===== src/rtl/counter_seq_ctrl.sv =====
// counter_seq_ctrl: sequencing controller for the 4-bit up counter datapath.
//
// Holds an embedded WIDTH-bit count register (q) and a PW-bit prescaler (pc).
// It runs one-shot or periodic count sequences up to a terminal value that is
// latched at start. It emits a count-enable tick (ce_out) once every presc+1
// cycles. It also emits a one-cycle done pulse when the terminal count is
// reached.
//
// Ports:
//   clk     in   system clock, all state updates on the rising edge
//   clr     in   synchronous active-high reset, overrides every other input
//   start   in   begin a sequence (acted on in IDLE or DONE)
//   stop    in   abort the sequence and return to IDLE
//   pause   in   level; freezes an active sequence while high
//   mode    in   0 = one-shot, 1 = periodic (sampled live)
//   term    in   terminal count, latched at start
//   presc   in   prescale value, latched at start
//   ce_out  out  count-enable tick
//   q       out  current count
//   busy    out  high in RUN or HOLD
//   done    out  registered one-cycle pulse at terminal count
//   state   out  IDLE=00, RUN=01, HOLD=10, DONE=11

module counter_seq_ctrl #(
    parameter int unsigned WIDTH = 4,
    parameter int unsigned PW    = 4
) (
    input  logic             clk,
    input  logic             clr,
    input  logic             start,
    input  logic             stop,
    input  logic             pause,
    input  logic             mode,
    input  logic [WIDTH-1:0] term,
    input  logic [PW-1:0]    presc,
    output logic             ce_out,
    output logic [WIDTH-1:0] q,
    output logic             busy,
    output logic             done,
    output logic [1:0]       state
);

    typedef enum logic [1:0] {
        StIdle = 2'b00,
        StRun  = 2'b01,
        StHold = 2'b10,
        StDone = 2'b11
    } state_e;

    state_e           st;
    logic [PW-1:0]    pc;
    logic [PW-1:0]    presc_l;
    logic [WIDTH-1:0] term_l;
    logic [WIDTH-1:0] q_next;

    assign state  = st;
    assign busy   = (st == StRun) || (st == StHold);
    assign ce_out = (st == StRun) && (pc == presc_l) && !pause && !stop;

    // WIDTH-bit increment; term_l is always reached before q could wrap.
    assign q_next = q + WIDTH'(1);

    always_ff @(posedge clk) begin
        if (clr) begin
            st      <= StIdle;
            q       <= '0;
            pc      <= '0;
            term_l  <= '0;
            presc_l <= '0;
            done    <= 1'b0;
        end else begin
            done <= 1'b0;
            unique case (st)
                StIdle: begin
                    q  <= '0;
                    pc <= '0;
                    // Priority stop > pause > start also applies to starting.
                    if (start && !stop && !pause) begin
                        term_l  <= term;
                        presc_l <= presc;
                        if (term == '0) begin
                            // Zero-length sequence completes immediately.
                            st   <= StDone;
                            done <= 1'b1;
                        end else begin
                            st <= StRun;
                        end
                    end
                end

                StRun: begin
                    if (stop) begin
                        st <= StIdle;
                        q  <= '0;
                        pc <= '0;
                    end else if (pause) begin
                        st <= StHold;
                    end else if (ce_out) begin
                        pc <= '0;
                        if (q_next == term_l) begin
                            done <= 1'b1;
                            if (mode) begin
                                q <= '0;
                            end else begin
                                q  <= term_l;
                                st <= StDone;
                            end
                        end else begin
                            q <= q_next;
                        end
                    end else begin
                        pc <= pc + PW'(1);
                    end
                end

                StHold: begin
                    // q and pc stay frozen so the tick phase is preserved.
                    if (stop) begin
                        st <= StIdle;
                        q  <= '0;
                        pc <= '0;
                    end else if (!pause) begin
                        st <= StRun;
                    end
                end

                StDone: begin
                    if (stop) begin
                        st <= StIdle;
                        q  <= '0;
                        pc <= '0;
                    end else if (start && !pause) begin
                        term_l  <= term;
                        presc_l <= presc;
                        q       <= '0;
                        pc      <= '0;
                        if (term == '0) begin
                            done <= 1'b1;
                        end else begin
                            st <= StRun;
                        end
                    end
                end

                default: st <= StIdle;
            endcase
        end
    end

endmodule


===== config.mk =====
export PLATFORM = sky130hd
export DESIGN_NAME = counter_seq_ctrl
export DESIGN_NICKNAME = d
export VERILOG_FILES = /design/src/rtl/counter_seq_ctrl.sv
export SDC_FILE = /design/constraint.sdc
export NUM_CORES = 1
export LEC_CHECK = 0
export ABC_AREA = 1
export BUFFER_PORTS_ARGS = -buffer_cell sky130_fd_sc_hd__clkbuf_2
export CAP_MARGIN = 20
export CELL_PAD_IN_SITES_DETAIL_PLACEMENT = 0
export CELL_PAD_IN_SITES_GLOBAL_PLACEMENT = 1
export CORE_UTILIZATION = 34
export CTS_CLUSTER_DIAMETER = 80
export DETAILED_ROUTE_END_ITERATION = 6
export GPL_TIMING_DRIVEN = 0
export PLACE_DENSITY_LB_ADDON = 0.1
export SYNTH_ARGS = -nofsm -noshare
export SYNTH_HDL_FRONTEND = slang
export SYNTH_SLANG_ARGS = --single-unit
export TNS_END_PERCENT = 20

===== constraint.sdc =====
create_clock -name clk -period 1.4 [get_ports clk]
set_input_delay 0.21 -clock clk [delete_from_list [all_inputs] [get_ports clk]]
set_output_delay 0.21 -clock clk [all_outputs]
set_load 0.01 [all_outputs]

# --- Word level (Yosys, flattened, before mapping) ---
# Cells that the tools add are included.
totals:
  reg_bits: 19
  latchBits: 0
  ram_bits: 0
  mem_bits_ro: 0
  in_bits: 14
  output_inout_bits: 9
  wordCells: 84
  memories: 0
classes:
  add_sub_neg: 2
  mul: 0
  div: 0
  magnitude_cmp: 0
  n_eq_ne: 17
  shifts: 0
  n_mux: 43
  bitwise_logic: 0
  reduce_logical: 16
ops:
  columns: ["op", "n"]
  rows:
  - ["two-way mux 4 bit", 17]
  - ["case mux 4 bit (4 select lines)", 2]
  - ["two-way mux 2 bit", 12]
  - ["case mux 4 bit (2 select lines)", 2]
  - ["!= test 3 bit, second input constant", 5]
  - ["adder 4 x 1 -> 4 bit, second input constant", 2]
  - ["equality test 4 bit", 2]
  - ["two-way mux 1 bit", 8]
  - ["!= test 2 bit, second input constant", 4]
  - ["!= test 4 bit, second input constant", 2]
  - ["case mux 2 bit (4 select lines)", 1]
  - ["AND reduction 4 bit", 2]
  - ["AND reduction 7 bit", 1]
  - ["logical AND 1 bit", 6]
  - ["equality test 2 bit, second input constant", 2]
  - ["zero test 4 bit", 1]
  - ["!= test 4 x 3 -> 1 bit, second input constant", 1]
  - ["case mux 1 bit (3 select lines)", 1]
  - ["AND reduction 3 bit", 1]
  - ["equality test 2 x 1 -> 1 bit, second input constant", 1]
  - ["zero test 1 bit", 2]
  - ["zero test 2 bit", 1]
  - ["nonzero test 2 bit", 1]
  - ["logical OR 1 bit", 1]

# --- Longest topological paths before layout ---
# Gate-level depths: netlist of the first run.
depth:
  ltp_word: 8
  depth_mapped: 12
  ltp_nobuf: 12

# --- Least setup slack after synthesis of the first run ---
# No wires, ideal clock.
synth_timing:
  path_type: "register to register"
  start: "reg q[0]"
  end: "reg st[1] (netlist: state[1])"
  setup_ns: 0.115
  t_arrival_ns: 1.453
  required_time_ns: 1.285
  slack_ns: -0.169
  path_stages_with_launch: 10
  n_path_buf: 0
  period_less_slack_ns: 1.569
  cell_sequence: "dfxtp_1 > ha_1 > xnor2_1 > nand2_1 > nor2_4 > nand3_1 > nand2_1 > nand3_1 > nand2_1 > nor2_1"
synth_via:
  elab_chain_cells: 4
synth_rtl:
  columns: ["element", "line", "text"]
  rows:
  - ["from (decl)", "37", "output logic [WIDTH-1:0] q,"]
  - ["from (signal assigned)", "105", "q <= term_l;"]
  - ["from (signal assigned)", "109", "q <= q_next;"]
  - ["adder 4 x 1 -> 4 bit", "61", "assign q_next = q + WIDTH'(1);"]
  - ["equality test 4 bit", "100", "if (q_next == term_l) begin"]
  - ["!= test 4 x 3 -> 1 bit (no source line)", null, null]
  - ["AND reduction 7 bit (no source line)", null, null]
  - ["to (signal assigned)", "65", "st <= StIdle;"]
  - ["to (signal assigned)", "97", "st <= StHold;"]
  - ["to (signal assigned)", "106", "st <= StDone;"]
  - ["to (decl)", "50", "state_e st;"]
# Every way passes these cells.
# A chain may end at the register's enable or synchronous reset.

# --- Worst setup path in the final report of the first run ---
layout_timing:
  start: "reg pc[3]"
  end: "out ce_out"
layout_via:
  elab_chain_cells: 4
layout_rtl:
  columns: ["element", "line", "text"]
  rows:
  - ["from (decl)", "51", "logic [PW-1:0] pc;"]
  - ["from (signal assigned)", "112", "pc <= pc + PW'(1);"]
  - ["equality test 4 bit", "58", "assign ce_out = (st == StRun) && (pc == presc_l) && !pause && !stop;"]
  - ["logical AND 1 bit (3 in series)", "58", null]
  - ["to (decl)", "36", "output logic ce_out,"]
# Every way passes these cells.

==> metrics, run 1 <==
status complete, but fails checks; failing checks negative setup slack; HP Class in -> reg; count leader, synth nand2_1; clock buffer depth 2; Setup WS post-layout -108 ps; Residual DRC 0; DR iter-0 viols 21; Syn Nets 197; Ports 23; DRT Pass-1 Iters 4; Die Ht just over 60 um; core box area 3180 um^2; Die Area 3700 um^2; vias in the first global route 1,068; largest net degree at the start of global routing 12; total grt overflow 0; Fin. Hold Viols 0; pwr dens approximately 1100 nW/um^2; unrepaired setup endpoints after global routing true; worst reg2reg path startpoint q[0]; row count 20; static leakage slightly above 0.0007 uW; Crit Path Max Fanout 3; first-pass GRT wire length 4.65 mm; CTS clk-pin slew, worst paths approximately 110 ps; Mean Syn Cell Area between 6 and 7 um^2; FMAX 663 MHz; Post-Syn Area 1180 um^2; die width 60.8 um; Synth top area share 32.3%; Sink Count 19; via total after detailed routing 1,219; post-synth top area cell dfxtp_1; Post-synth EDFFs 0; skew final 1.10 ps; Reg2Reg Depth 7; All-Layer GR Usage 17.4%; Critical Path Source pc[3]; CP max-delay cell dfxtp_2; CP endpoint ce_out; synth warn 0; Max Cap Violations 0; CTS tree built; worst slew pin tran 480 ps; Cell Area, Placed 1370 um^2; instance count on the critical path 7; I/O Buffers 22; Startpoint Class flop; WL/cell 11.3 um; n_diodes 0; number of antenna violations at the first check in global routing 0; Fin Setup TNS -766 ps; vias per cell about 4.7; WS Path Type reg -> out; ys async rst share 0%; maximum VDD drop 0.000710 V; dominant cells by area after synthesis dfxtp_1 32%, nand2_1 13%, inv_1 7.7%, nand3_1 6.8%, ha_1 6.4%; CP bufs+invs 2; Max-slew headroom 68.0%; synth cell count leaders 42 x nand2_1, 24 x inv_1, 19 x dfxtp_1, 16 x nand3_1, 12 x nor2_1; initial core utilization 37.0%; period utilization 108%; FF-to-FF setup slack -90 ps; RR Endpoint q[3]; total CTS buffers 3; Primary FF master, synth dfxtp_1; Final HPWL DP ~2.1 mm; Max Slew Vio Count 0; Total Wirelength a little under 3 mm; area added between synthesis and finish 38.7%; CP endpoint kind primary output; worst path required time 1190 ps; min cycle time layout 1510 ps; cell mode on critical path nand2_1; post-layout instance area 1630 um^2; min-delay src clr; Final #Nets 237; antenna viol nets, final 0; RePlAce Congestion between 0.8 and 0.9; max incr delay on CP ~360 ps; CP top delay family simple AND/OR/NAND/NOR gates; H-tree Lvls 1; CTS root buf clkbuf_4; critical-path cell list inv_2 > nand2_1 > nand2_1 > nor2_2 > nand2_2 > nor2_4 > buf_6; number of synthesized register bits 19; share of cells above drive strength 1 46.3%; critical path arrival ~1300 ps; # setup viols final 13; Synth cell types 25; sequential fraction of the synthesis area 32.3%; worst-skew pair later-pin latency 300 ps; Mapped Cells 177
==> sequential cells by signal, summed over array words and instances, names as in the netlist <==
signal	flops
presc_l	4
done	1
term_l	4
state	2
q	4
pc	4
==> worst register-to-register path: stages (launching register included) <==
cell,delay [ps]
dfxtp_4,390
ha_4,280
xnor2_2,110
nand2_2,90
nor2_4,160
nand2_2,100
o211ai_1,180
o21ai_1,80
==> metrics by stage <==
| step | hold WS [ps] | cells | util [%] | power [uW] | worst slack [ps] |
|---|---|---|---|---|---|
| 3_5_place_dp | 463 | 243 | 43.0 | 1230 | -196 |
| 3_3_place_gp | 456 | 243 | 43.0 | 1220 | -171 |
| 4_1_cts | 128 | 256 | 48.1 | 1630 | -136 |
| 5_1_grt | 120 | 260 | 51.3 | 1840 | -199 |
| 2_1_floorplan | 279 | 177 | - | 1080 | -21.8 |
| 6_report | 130 | 260 | 51.3 | 1710 | -108 |
==> logic make-up (layout without fill, tap and decap cells) <==
| kind of cell | count (synthesis) | count (layout) | share of synthesized area [%] |
|---|---|---|---|
| XOR/XNOR | 4 | 4 | 2.98 |
| buffers and inverters | 32 | 71 | 10.3 |
| adder cells (fa/ha/maj) | 6 | 6 | 6.38 |
| flip-flops | 19 | 19 | 32.3 |
| AND/OR/NAND/NOR | 83 | 83 | 32.0 |
| AO/OA/AOI/OAI | 33 | 33 | 16.0 |
==> cell type report <==
class                   count  area (um^2)
repair buffers             35          228
plain buffers               2         11.3
inverters                  30          113
well taps                  44         55.1
flip-flops and latches     19          402
clock inverters             1         5.00
fillers                   350         1550
multi-input cells         126          796
clock buffers               3         22.5
==> repair_timing <==
item / 4_1_cts / 5_1_grt
gates resized for setup: 26 / 24
setup buffers: 9 / 4
setup endpoints to repair: 19 / 21
pin swaps: 9 / 8
hold buffers: 0 / 0
==> routing by layer <==
metal,routed length [um],track usage (%)
met1,1490,23.1
met2,1280,27.3
met3,99,2.99
met4,57,8.44
met5,0,0
==> cell usage in the layout (no fill, tap or decap), drive strengths merged, types with 3 or more instances in the layout <==
| cell | n |
|---|---|
| xor2 | 3 |
| nand2 | 46 |
| clkbuf | 24 |
| buf | 16 |
| ha | 6 |
| inv | 30 |
| nor2 | 17 |
| a21oi | 13 |
| dfxtp | 19 |
| o21ai | 13 |
| nand3 | 16 |
==> report_power, final <==
part | switching (uW) | internal [uW] | total, uW
clock | 177 | 107 | 283
combinational | 445 | 335 | 780
sequential | 49.0 | 602 | 651
==> worst min-delay path by stage <==
stage,to,slack (ps),cells after the start
floorplan,pc[1],280,1
detailed placement,term_l[2],460,3
CTS,pc[1],130,2
global route,pc[1],120,2
finish,pc[1],130,2
global placement,term_l[1],460,3
No activity file was read; power rests on OpenSTA's default activity.
==> inputs of run 2 (changes only) <==
--- a/config.mk
+++ b/config.mk
@@ -5,12 +5,11 @@
 export SDC_FILE = /design/constraint.sdc
 export NUM_CORES = 1
 export LEC_CHECK = 0
-export ABC_AREA = 1
 export BUFFER_PORTS_ARGS = -buffer_cell sky130_fd_sc_hd__clkbuf_2
 export CAP_MARGIN = 20
 export CELL_PAD_IN_SITES_DETAIL_PLACEMENT = 0
 export CELL_PAD_IN_SITES_GLOBAL_PLACEMENT = 1
-export CORE_UTILIZATION = 34
+export CORE_UTILIZATION = 37
 export CTS_CLUSTER_DIAMETER = 80
 export DETAILED_ROUTE_END_ITERATION = 6
 export GPL_TIMING_DRIVEN = 0
==> run 2 against run 1 <==
Compared with the run above: the flow still finishes with violations (negative setup slack); count of clock-buffer cells in the layout is the same; non-clock buffer count shrank 4; first-iteration DRC count grew 81%; synthesized area grew 2.7%; via count shrank 15%; setup slack lost 280 ps; largest power group is now sequential cells.
==> metrics, run 2 <==
HP Class in -> reg; initial core utilization 39.2% (+2.2 points); via total after detailed routing 1,040 (-15%); largest net degree at the start of global routing 13 (+1); Hold Path Stages 3 (+1); post-synth top area cell dfxtp_1; WS Path Type reg -> reg; worst path required time 1610 ps (+420 ps); critical-path cell list ha_4 > xnor2_2 > and4b_1 > a22o_4 > a21oi_4 > mux2_4; RR Endpoint state[1]; most common cell after layout, fill and taps aside clkbuf_2; worst reg2reg path startpoint q[1]; min cycle time layout 1790 ps (+280 ps); Residual DRC 0 (unchanged); n_diodes 0 (unchanged); WL/cell 13.4 um (+18%); DP Worst Slack -435 ps (-239 ps); sequential fraction of the synthesis area 31.5% (-0.84 points); FF-to-FF setup slack -390 ps (-300 ps); period utilization 128% (+20 points); CTS tree built; DRT Pass-1 Iters 4 (unchanged); Die Ht 59.1 um (-2.8%); Synth top area share 31.5% (-0.84 points); Post-synth EDFFs 0 (unchanged); internal power 867 uW (-17%); fillers 311 (-11%); share of cells above drive strength 1 49.4% (+3.1 points); Fin Setup TNS -3700 ps (-2940 ps); Mean Syn Cell Area 9.15 um^2 (+38%); vias in the first global route 974 (-8.8%); Sink Count 19 (unchanged); Cells after DPL 196 (-19%); ys async rst share 0% (unchanged); count leader, synth dfxtp_1; failing checks negative setup slack; number of synthesized register bits 19 (unchanged); Hold WS 124 ps (-6.32 ps); max incr delay on CP 370 ps (about the same); pwr dens 788 nW/um^2 (-25%); static leakage 0.000632 uW (-12%); Post-Syn Area 1210 um^2 (+2.7%); first-pass GRT wire length 4.49 mm (-3.5%); Syn Nets 152 (-23%); dominant cells by area after synthesis dfxtp_1 32%, xnor2_1 7.3%, mux2i_1 6.6%, ha_1 6.2%, nor2_1 4.7%; status complete, but fails checks; Max-slew headroom 69.5% (+1.5 points); row count 20 (unchanged); CTS root buf clkbuf_4; die width 59.1 um (-2.8%); total CTS buffers 3 (unchanged); H-tree Lvls 1 (unchanged); fin cells 208 (-20%); CP endpoint kind flop; Crit Path Max Fanout 2 (-1); CTS clk-pin slew, worst paths 120 ps (about the same); worst-skew pair later-pin latency 310 ps (about the same); maximum VDD drop 0.000485 V (-32%); synth cell count leaders 19 x dfxtp_1, 15 x nor2_1, 10 x xnor2_1, 9 x inv_1, 8 x mux2i_1; clock share of power 23.5% (+7.0 points); Primary FF master, synth dfxtp_1; Final HPWL DP 2.02 mm (-5.9%); synth warn 0 (unchanged); area added between synthesis and finish 36.6%; antenna viol nets, final 0 (unchanged); Final #Nets 185 (-22%); I/O Buffers 20 (-9.1%); core box area 3080 um^2 (-3.1%); Die Area 3500 um^2 (-5.5%); Seq pwr share 45.2% (+7.2 points); Reg2Reg Depth 6 (-1); # setup viols final 20 (+7); clock buffer depth 2 (unchanged); hold_buf cts 0 (unchanged); most frequent cells in the layout 21 x clkbuf_2, 15 x nor2_1, 9 x buf_4; unrepaired setup endpoints after global routing true; vias per cell 5.00 (+6.6%); skew final 2.77 ps (+1.67 ps); switching part of the total 33.3% (-5.8 points); min-delay src presc[3]; Synth cell types 46 (+84%); Max Slew Vio Count 0 (unchanged); Comb pwr share 31.3% (-14 points); Mapped Cells 132 (-25%); RePlAce Congestion 0.831 (+2.1%); All-Layer GR Usage 17.6% (+0.20 points); Startpoint Class flop; Min-Delay Endpoint presc_l[3]; Total Wirelength 2.78 mm (-5.3%); critical path arrival 2000 ps (+700 ps); number of antenna violations at the first check in global routing 0 (unchanged); Setup WS post-layout -388 ps (-280 ps); Max Cap Violations 0 (unchanged); FMAX 559 MHz (-16%); Ports 23 (unchanged); worst slew pin tran 453 ps (-26.8 ps); DR iter-0 viols 38 (+81%); Switch Pwr 433 uW (-36%); total grt overflow 0 (unchanged); CP max-delay cell dfxtp_4; Fin. Hold Viols 0 (unchanged)
-- run 2: cell families after synthesis --
group | count (synthesis) | share of synthesized area (%)
adders and majority gates | 6 | 6.22
AOI/OAI and AO/OA | 29 | 19.6
xor gates and xnor gates | 12 | 8.70
DFF | 19 | 31.5
buffers and inverters | 14 | 6.01
muxes | 9 | 7.88
and+or+nand+nor | 43 | 20.1
-- run 2: area by class of cell --
| type | count | area, um^2 | share of cell area (%) |
|---|---|---|---|
| multi-input cells | 99 | 922 | 55.9 |
| flip-flops and latches | 19 | 408 | 24.7 |
| repair buffers | 28 | 160 | 9.71 |
| well taps | 44 | 55.1 | 3.34 |
| plain buffers | 5 | 41.3 | 2.50 |
| inverters | 9 | 33.8 | 2.05 |
| clock buffers | 3 | 22.5 | 1.37 |
| clock inverters | 1 | 6.26 | 0.379 |
-- run 2: power groups by stage --
stage                     Clock [uW]  Combinational [uW]  Sequential (uW)
final                            305                 407              588
after global routing             339                 444              593
after CTS                        316                 348              589
after detailed placement           0                 298              594
after global placement             0                 294              592
after floorplan                    0                 213              593
-- run 2: worst max path at each step --
| stage | end | start | slack (ps) |
|---|---|---|---|
| 2_1_floorplan | state[1] | q[1] | -350 |
| 3_3_place_gp | state[1] | q[0] | -420 |
| 3_5_place_dp | state[1] | q[0] | -440 |
| 4_1_cts | state[1] | q[1] | -400 |
| 5_1_grt | state[1] | q[1] | -440 |
| 6_report | state[1] | q[1] | -390 |
-- run 2: what timing repair did --
action	CTS	global route
pin swaps	12	7
endpoints found under the hold margin	0	0
gates resized for setup	29	11
setup endpoints to repair	21	21
buffers inserted	6	2
-- run 2: through the flow --
step           utilization, %  instance area (um^2)  power [uW]
2_1_floorplan               -                  1240         806
3_3_place_gp             45.2                  1390         886
3_5_place_dp             45.2                  1390         892
4_1_cts                  51.2                  1580        1250
5_1_grt                  53.6                  1650        1380
6_report                 53.6                  1650        1300
-- run 2: metal layers --
| metal | wire [um] | part of all wire [%] | GRT usage [%] |
|---|---|---|---|
| met1 | 1310 | 47 | 21.5 |
| met2 | 1380 | 50 | 30.4 |
| met3 | 66 | 2.4 | 3.93 |
| met4 | 18 | 0.65 | 6.12 |
| met5 | 0 | 0 | 0 |
-- run 2: worst max-delay path, delay by kind of cell (launching register included) --
family | cells | cell delay [ps]
AOI/OAI and AO/OA | 2 | 440
xor gates and xnor gates | 1 | 120
adders and majority gates | 1 | 240
DFF | 1 | 370
muxes | 1 | 300
and+or+nand+nor | 1 | 210
